==> src/rtl/fetch_unit_pkg.sv <==
// Shared constants and types for the instruction fetch unit.
package fetch_unit_pkg;

  // Fetch state machine encodings
  typedef enum logic {
    ST_RUN    = 1'b0,
    ST_HALTED = 1'b1
  } fetch_state_t;

  // Instruction buffer geometry
  localparam int IBUF_DEPTH = 2;
  localparam int IBUF_CNT_W = $clog2(IBUF_DEPTH + 1);
  localparam int IBUF_W     = 16;

  // Address fetched first after reset
  localparam logic [7:0] RESET_PC = 8'h00;

  // Transfer counter ceiling
  localparam logic [15:0] COUNT_MAX = 16'hFFFF;

endpackage

==> src/rtl/fetch_unit_ibuf_2entry.sv <==
// Two-deep {pc, word} instruction buffer. Entry 0 is always the head, so a
// pop shifts entry 1 down and a push writes the first free slot after that
// shift. Flush only clears the occupancy; stale data is never exposed as valid.
module ibuf_2entry
  import fetch_unit_pkg::*;
(
  input  logic                  clock,
  input  logic                  reset,
  input  logic                  i_push,
  input  logic [IBUF_W-1:0]     i_push_data,
  input  logic                  i_pop,
  input  logic                  i_flush,
  output logic [IBUF_W-1:0]     o_head,
  output logic [IBUF_CNT_W-1:0] o_count
);

  logic [IBUF_W-1:0]     r_entry [IBUF_DEPTH];
  logic [IBUF_W-1:0]     w_shift_src [IBUF_DEPTH];
  logic [IBUF_CNT_W-1:0] r_count;
  logic [IBUF_CNT_W-1:0] w_wr_idx;

  // Source each entry takes when the head is popped (last entry keeps its value)
  for (genvar gi = 0; gi < IBUF_DEPTH; gi++) begin : g_shift
    if (gi < IBUF_DEPTH - 1) begin : g_mid
      assign w_shift_src[gi] = r_entry[gi + 1];
    end else begin : g_last
      assign w_shift_src[gi] = r_entry[gi];
    end
  end

  // A push lands after the shift caused by a simultaneous pop
  assign w_wr_idx = r_count - {{(IBUF_CNT_W-1){1'b0}}, i_pop};

  // Entry storage: shift on pop, write tail on push
  always_ff @(posedge clock or posedge reset) begin
    if (reset) begin
      for (int i = 0; i < IBUF_DEPTH; i++) r_entry[i] <= '0;
    end else if (!i_flush) begin
      for (int i = 0; i < IBUF_DEPTH; i++) begin
        if (i_push && (w_wr_idx == IBUF_CNT_W'(i))) r_entry[i] <= i_push_data;
        else if (i_pop)                              r_entry[i] <= w_shift_src[i];
      end
    end
  end

  // Occupancy tracking; flush wins over push and pop
  always_ff @(posedge clock or posedge reset) begin
    if (reset)        r_count <= '0;
    else if (i_flush) r_count <= '0;
    else              r_count <= r_count + {{(IBUF_CNT_W-1){1'b0}}, i_push}
                                         - {{(IBUF_CNT_W-1){1'b0}}, i_pop};
  end

  assign o_head  = r_entry[0];
  assign o_count = r_count;

endmodule

==> src/rtl/fetch_unit.sv <==
// Instruction fetch unit: sequential PC, one-cycle memory response tracking,
// credit-based issue into a 2-entry buffer, run/halt control, transfer count.
module fetch_unit
  import fetch_unit_pkg::*;
(
  input  logic        clock,
  input  logic        reset,
  output logic [7:0]  imem_addr,
  output logic        imem_rd,
  input  logic [7:0]  imem_data,
  output logic        instr_valid,
  input  logic        instr_ready,
  output logic [7:0]  instr_out,
  output logic [7:0]  instr_pc,
  input  logic        redirect,
  input  logic [7:0]  redirect_pc,
  input  logic        halt,
  output logic        halted,
  output logic [15:0] fetch_count
);

  logic [7:0]            r_fetch_pc;
  logic                  r_pending;
  logic [7:0]            r_pending_pc;
  fetch_state_t          r_state;
  logic [15:0]           r_fetch_count;

  logic [IBUF_W-1:0]     w_head;
  logic [IBUF_CNT_W-1:0] w_occupancy;
  logic                  w_transfer;
  logic                  w_push;
  logic [2:0]            w_used;
  logic [2:0]            w_avail;
  logic                  w_issue;

  // Slots already spoken for versus slots available this cycle; a transfer
  // frees its slot on the same edge, so it counts as credit immediately.
  assign w_used     = {1'b0, w_occupancy} + {2'b00, r_pending};
  assign w_avail    = 3'(IBUF_DEPTH) + {2'b00, w_transfer};
  assign w_transfer = instr_valid && instr_ready;
  assign w_issue    = (r_state == ST_RUN) && !halt && !redirect && (w_avail > w_used);
  // A redirect discards the response that arrives on its edge
  assign w_push     = r_pending && !redirect;

  ibuf_2entry u_ibuf (
    .clock       (clock),
    .reset       (reset),
    .i_push      (w_push),
    .i_push_data ({r_pending_pc, imem_data}),
    .i_pop       (w_transfer),
    .i_flush     (redirect),
    .o_head      (w_head),
    .o_count     (w_occupancy)
  );

  // PC advance on issue, reload on redirect; track the single outstanding fetch
  always_ff @(posedge clock or posedge reset) begin
    if (reset) begin
      r_fetch_pc   <= RESET_PC;
      r_pending    <= 1'b0;
      r_pending_pc <= 8'h00;
    end else begin
      if (redirect)     r_fetch_pc <= redirect_pc;
      else if (w_issue) r_fetch_pc <= r_fetch_pc + 8'h01;
      // w_issue is already low during a redirect, which clears pending
      r_pending <= w_issue;
      if (w_issue) r_pending_pc <= r_fetch_pc;
    end
  end

  // Run/halt control; a redirect edge leaves the state untouched
  always_ff @(posedge clock or posedge reset) begin
    if (reset) begin
      r_state <= ST_RUN;
    end else if (!redirect) begin
      case (r_state)
        ST_RUN:    if (halt)  r_state <= ST_HALTED;
        ST_HALTED: if (!halt) r_state <= ST_RUN;
        default:              r_state <= ST_RUN;
      endcase
    end
  end

  // Saturating count of instructions handed to decode
  always_ff @(posedge clock or posedge reset) begin
    if (reset)                                       r_fetch_count <= 16'h0000;
    else if (w_transfer && r_fetch_count != COUNT_MAX) r_fetch_count <= r_fetch_count + 16'h0001;
  end

  assign imem_addr   = r_fetch_pc;
  assign imem_rd     = w_issue;
  assign instr_valid = (w_occupancy != '0);
  assign instr_out   = w_head[7:0];
  assign instr_pc    = w_head[15:8];
  assign halted      = (r_state == ST_HALTED) && !r_pending;
  assign fetch_count = r_fetch_count;

endmodule

==> config.mk <==
export PLATFORM = sky130hd
export DESIGN_NAME = fetch_unit
export DESIGN_NICKNAME = d
export VERILOG_FILES = /design/src/rtl/fetch_unit_pkg.sv /design/src/rtl/fetch_unit_ibuf_2entry.sv /design/src/rtl/fetch_unit.sv
export SDC_FILE = /design/constraint.sdc
export NUM_CORES = 1
export LEC_CHECK = 0
export CAP_MARGIN = 10
export CORE_UTILIZATION = 47
export DETAILED_ROUTE_END_ITERATION = 16
export PLACE_DENSITY = 0.84
export SETUP_SLACK_MARGIN = 0.4
export SYNTH_ARGS = -nofsm -noshare
export SYNTH_HDL_FRONTEND = slang
export SYNTH_HIERARCHICAL = 1
export SYNTH_SLANG_ARGS = --single-unit
==> constraint.sdc <==
create_clock -name clock -period 2.1 [get_ports clock]
set_input_delay 0.315 -clock clock [delete_from_list [all_inputs] [get_ports clock]]
set_output_delay 0.315 -clock clock [all_outputs]
set_load 0.1 [all_outputs]
==> results.ini, run 1 <==
[detailed_routing]
dr.pass1.iters=4
post_drt_wl_per_cell_um=17.0
drtAntennaViolNets=0
num_vias=2786
avgViaCountPerCell=5.42
wl_um=8740
initialDrtViolationCount=80
drc=0

[placement]
gp_congestion=0.785
dp_slack_ps=-337
dp_hpwl_um=5300
place_area_mm2=0.00426
io_buffers=63

[final_layout]
final_cell_mix=buf_4 (69), dfrtp_1 (49), nand2_1 (26)
area_delta_synth_final_pct=43.7
final_common_cell=buf_4
final_cell_area_mm2=0.00499
fin_nets=443
antennaDiodeCount=0
drive_gt1_share_pct=49.0

[clock_tree]
ctsHoldBuffers=0
cts_inserted_buffers=9
cts_sinks=68
cts_root_buffer=clkbuf_8
clkLatencyLatePin_ps=360
clkTransAtPathRegs_ps=80
cts_tree=yes
cts_buffer_depth=2
h-tree-depth=3

[status]
status=complete, but fails checks
violations=setup timing

[yosys]
synth_edf_count=0
syn_area_per_cell_um2=10.8
yosys.area.top_type_share_pct=49.0
ys_seq_elements=68
syn_area_mm2=0.00347
synth_fp_nets=353
synth_top_cell_by_area=dfrtp_1
yosys_warnings=6
ys_top_cells_by_area=dfrtp_1 (49%), mux2_4 (4.3%), a221oi_1 (4.0%), xor2_1 (3.8%), buf_4 (3.7%)
synth.distinct_cells=45
synth_cells=323
synthFlopType=dfrtp_1
ys_async_sr_fraction_pct=100
ys_seq_area_share_pct=49.0

[sta]
final.period_utilization_pct=110
fin_skew_ps=13.2
setup_ws_ps=-218
period_minus_slack_ps=2320
rsz0062_at_grt=yes
relSlewSlack_pct=71.3
worst_pin_slew_ps=430
final_max_slew_viol_count=0
clock.fmax_mhz=431
hold_viol=0
setup_viol=31

[critical_path]
r2r_start=u_ibuf/o_count[0]
required_ps=1780
cp_max_fo=3
rr_endpoint=imem_addr[7]
r2r_slack_ps=-190
cp_data_arrival_time_ps=2000
r2r_cells=10
critPathKind=reg2out
critPathLaunchType=flop
crit_path_end_kind=output pin

[worst_hold_path]
hold_class=in2async

[die]
initial_core_util_pct=49.7
core_mm2=0.00698
die_h_um=88.0
die_area_mm2=0.00774
ios=64
die-width_um=88.0
rows=30

[grt]
grt_pass1_vias=2828
grt_overflow_total=0
track_usage_pct=23.3
grt_pass1_wl_um=13700
grt_max_degree=35
antenna_found_initial=0

[pwr]
leakage_nw=2.38
power.density_mw_per_mm2=1480
vdd_drop_max_mv=0.672

[run]
drv_cap=0

==> where the power goes <==
part | switching, mW | leakage, nW | total, mW | internal (mW)
combinational | 2.76 | 1.46 | 4.22 | 1.46
sequential | 0.351 | 0.828 | 2.10 | 1.75
clock | 0.542 | 0.0918 | 1.09 | 0.551
==> Yosys cell counts (4+ instances only) <==
master    instances
dfrtp_1          68
clkbuf_1         10
nand2_1          33
a221oi_1         16
nand3_1           8
nor3_1           11
xor2_1           15
nor4_1           17
mux2_4           10
mux2_2           10
inv_1            25
ha_1              9
a221o_1           4
buf_4            17
nor2_1           23
==> logic make-up after synthesis <==
family	Yosys count	share of synthesized area (%)
DFF	68	49.0
buffers and inverters	56	8.61
muxes	23	8.47
AOI/OAI and AO/OA	28	7.13
xor gates and xnor gates	19	5.01
adders and majority gates	9	3.24
and+or+nand+nor	120	18.6
==> repair_timing <==
item,in CTS,in global routing
buffers inserted,14,7
pin swaps,23,10
resized for setup,48,17
endpoints found under the hold margin,0,0
gates cloned,0,1
setup endpoints to repair,54,64
==> metal layers <==
layer	vias up	wire (µm)	GRT usage [%]
li1	1298	-	-
met1	1386	3770	29.5
met4	0	167	8.49
met5	-	0	0
met2	88	4450	39.3
met3	14	359	5.00
==> sequential cells by signal, indices dropped and copies added (netlist names) <==
register / flops
r_state: 1
fetch_count: 16
u_ibuf/r_entry: 16
u_ibuf/o_head: 16
imem_addr: 8
r_pending_pc: 8
u_ibuf/o_count: 2
r_pending: 1
==> per-stage QoR <==
step | utilization (%) | total power, mW | setup TNS (ps) | hold WS (ps) | instances
2_1_floorplan | - | 5.01 | -2060 | 436 | 323
3_3_place_gp | 61.1 | 5.50 | -9540 | 469 | 476
3_5_place_dp | 61.1 | 5.60 | -10690 | 478 | 476
4_1_cts | 69.0 | 7.20 | -2610 | 237 | 506
5_1_grt | 71.5 | 7.73 | -5010 | 268 | 514
6_report | 71.5 | 7.41 | -3500 | 255 | 514
==> worst max path at each step <==
stage / startpoint / endpoint / slack [ps] / cells after the start
final: u_ibuf/o_count[0] / imem_rd / -220 / 8
after detailed placement: instr_ready / u_ibuf/r_entry[7] / -340 / 6
after global placement: instr_ready / u_ibuf/r_entry[3] / -320 / 6
after floorplan: u_ibuf/o_count[1] / u_ibuf/r_entry[0] / -180 / 7
after global routing: u_ibuf/o_count[0] / imem_rd / -280 / 8
after CTS: u_ibuf/o_count[0] / imem_rd / -220 / 9
==> layout make-up <==
cell class | instances | area, µm²
clock buffers | 9 | 124
clock inverters | 7 | 75.1
fillers | 460 | 1990
inverters | 26 | 100
multi-input cells | 199 | 1820
flip-flops and latches | 68 | 1740
well taps | 96 | 120
repair buffers | 109 | 1010
==> worst max-delay path, cell delays in order (launching register included) <==
cell	delay [ps]
dfrtp_1	430
buf_6	140
ha_4	210
ha_4	270
nand3b_1	140
o211ai_4	120
inv_2	70
buf_6	120
buf_12	150
(Power assumes the default switching activity.)
==> inputs of run 2 (changes only) <==
Settings changed: ABC_AREA from default to 1, CORE_UTILIZATION 47 to 48.
==> run 2 against run 1 <==
Effect of this change: the run still ends with setup timing left; sequential power about the same; worst hold slack better by 130 ps; highest routed layer unchanged; clock skew down 3.2 ps; core utilization about the same; register-to-register slack better by 150 ps; largest cell class unchanged; first-iteration DRC count up 110%; sequential cell count unchanged; critical path depth up 6; die area up 6.7%; routed wire length up 28%.
==> results.ini, run 2 <==
[critical_path]
critPathLaunchType=flop
r2r_slack_ps=-40
cp_max_fo=5
r2r_cells=14
critPathKind=reg2reg
required_ps=2340
r2r_start=u_ibuf/o_count[0]
crit_path_end_kind=flop
rr_endpoint=imem_addr[2]
cp_data_arrival_time_ps=2380

[pwr]
p_total_mw=7.23
leakage_nw=2.83
seqPwrFrac_pct=29.3
clkPwrFrac_pct=13.6
power.density_mw_per_mm2=1320
vdd_drop_max_mv=1.29
p_switching_mw=3.72
switching_share_pct=51.4
internal_power_mw=3.51
power_frac_comb_pct=57.1

[sta]
setup_viol=15
final.period_utilization_pct=102
setup_ws_ps=-42.6
rsz0062_at_grt=yes
worst_pin_slew_ps=466
hold_ws_ps=381
period_minus_slack_ps=2140
relSlewSlack_pct=68.9
clock.fmax_mhz=467
fin_skew_ps=10.1
final_max_slew_viol_count=0
hold_viol=0
fin_tns_setup_ps=-327

[detailed_routing]
num_vias=3721
post_drt_wl_per_cell_um=16.1
drc=0
drtAntennaViolNets=0
dr.pass1.iters=5
wl_um=11200
initialDrtViolationCount=164
avgViaCountPerCell=5.38

[grt]
grt_pass1_wl_um=16800
grt_pass1_vias=3510
track_usage_pct=26.0
grt_overflow_total=0
grt_max_degree=35
antenna_found_initial=0

[clock_tree]
clkLatencyLatePin_ps=360
clkTransAtPathRegs_ps=80
cts_sinks=68
cts_tree=yes
cts_inserted_buffers=9
h-tree-depth=3
ctsHoldBuffers=0
cts_buffer_depth=2
cts_root_buffer=clkbuf_8

[yosys]
synth_fp_nets=530
synth_top_cell_by_area=dfrtp_1
synth_edf_count=0
synth_common_cells=nand2_1 (209), dfrtp_1 (68), inv_1 (53), nand3_1 (37), nor2_1 (22)
ys_seq_elements=68
syn_area_mm2=0.00379
syn_area_per_cell_um2=7.58
ys_async_sr_fraction_pct=100
ys_top_cells_by_area=dfrtp_1 (45%), nand2_1 (21%), inv_1 (5.2%), nand3_1 (4.9%), buf_4 (3.2%)
synth_cells=500
yosys_warnings=6
yosysMostFrequentCell=nand2_1
synth.distinct_cells=35
ys_seq_area_share_pct=44.9
yosys.area.top_type_share_pct=44.9
synthFlopType=dfrtp_1

[worst_hold_path]
hold_class=in2async

[die]
die_h_um=90.9
rows=32
die_area_mm2=0.00826
core_mm2=0.00769
ios=64
initial_core_util_pct=49.3
die-width_um=90.9

[final_layout]
final_cell_area_mm2=0.00549
final_common_cell=nand2_1
antennaDiodeCount=0
final_cell_mix=nand2_1 (134), buf_4 (61), dfrtp_1 (49)
drive_gt1_share_pct=41.8
fin_util_pct=71.5
fin_nets=614
area_delta_synth_final_pct=44.9

[run]
drv_cap=0

[status]
status=complete, but fails checks
violations=setup timing

[placement]
io_buffers=63
place_area_mm2=0.00453
dp_hpwl_um=5860
gp_congestion=0.935

==> run 2: cell count changes after synthesis, sizes merged, moves of 6 or more <==
cell / change
xor2: -14
nand2: +181
nand4: +6
a221oi: -16
clkbuf: -7
nand3: +31
nor3: -13
nor4: -17
o21ai: +27
mux2: -21
inv: +30
==> run 2: worst max-delay path by stage <==
stage	cells after the start	slack, ps	startpoint	to
finish	14	-40	u_ibuf/o_count[0]	imem_addr[2]
global route	15	-90	u_ibuf/o_count[0]	imem_addr[2]
CTS	6	-40	u_ibuf/o_count[0]	imem_rd
detailed placement	8	-90	instr_ready	imem_rd
global placement	8	-20	instr_ready	imem_rd
floorplan	7	-90	u_ibuf/o_count[1]	imem_rd
==> run 2: what timing repair did <==
action	4_1_cts	5_1_grt
pin swaps	41	25
resized for setup	114	56
setup endpoints to repair	52	56
setup buffers	11	5
cloned	3	1
==> run 2: through the flow <==
stage / setup slack (ps) / instances
2_1_floorplan: -91.9 / 500
6_report: -42.6 / 691
3_3_place_gp: -16.3 / 655
5_1_grt: -94.6 / 691
4_1_cts: -40.5 / 685
3_5_place_dp: -94.1 / 655
==> run 2: per-layer routing <==
| metal | up-vias | routed length, µm | track usage [%] |
|---|---|---|---|
| li1 | 1712 | - | - |
| met1 | 1790 | 4340 | 31.9 |
| met2 | 184 | 5730 | 44.0 |
| met3 | 35 | 796 | 6.31 |
| met4 | 0 | 294 | 10.1 |
| met5 | - | 0 | 0 |
==> run 2: power groups by stage <==
stage	Clock (mW)	Combinational (mW)	Sequential, mW
after CTS	0.997	3.72	2.06
final	0.986	4.13	2.12
after global placement	0	3.14	1.99
after global routing	1.07	4.32	2.16
after detailed placement	0	3.22	2.01
after floorplan	0	2.22	2.36
==> run 2: cells by family after synthesis <==
logic type | after synthesis | synth area share [%]
and+or+nand+nor | 292 | 33.2
buffers and inverters | 84 | 11.0
DFF | 68 | 44.9
AOI/OAI and AO/OA | 37 | 5.61
xor gates and xnor gates | 10 | 2.31
adders and majority gates | 9 | 2.97
==> run 2: final cells by class <==
class	count	area (µm²)
timing repair buffer	101	992
sequential	68	1730
multi-input combinational	348	2240
clock buffer	9	124
fill	528	2190
inverter	56	225
tap	102	128
clock inverter	7	51.3
==> run 2: critical path, stage by stage, from the launching register on <==
cell and delay, ps:
dfrtp_2 450, ha_4 180, inv_4 50, ha_4 190, inv_4 60, o21bai_4 70, buf_4 130, buf_4 120
buf_4 130, buf_4 130, buf_6 110, nand3b_4 140, nand2_4 90, o21ai_2 70, nand2_1 90
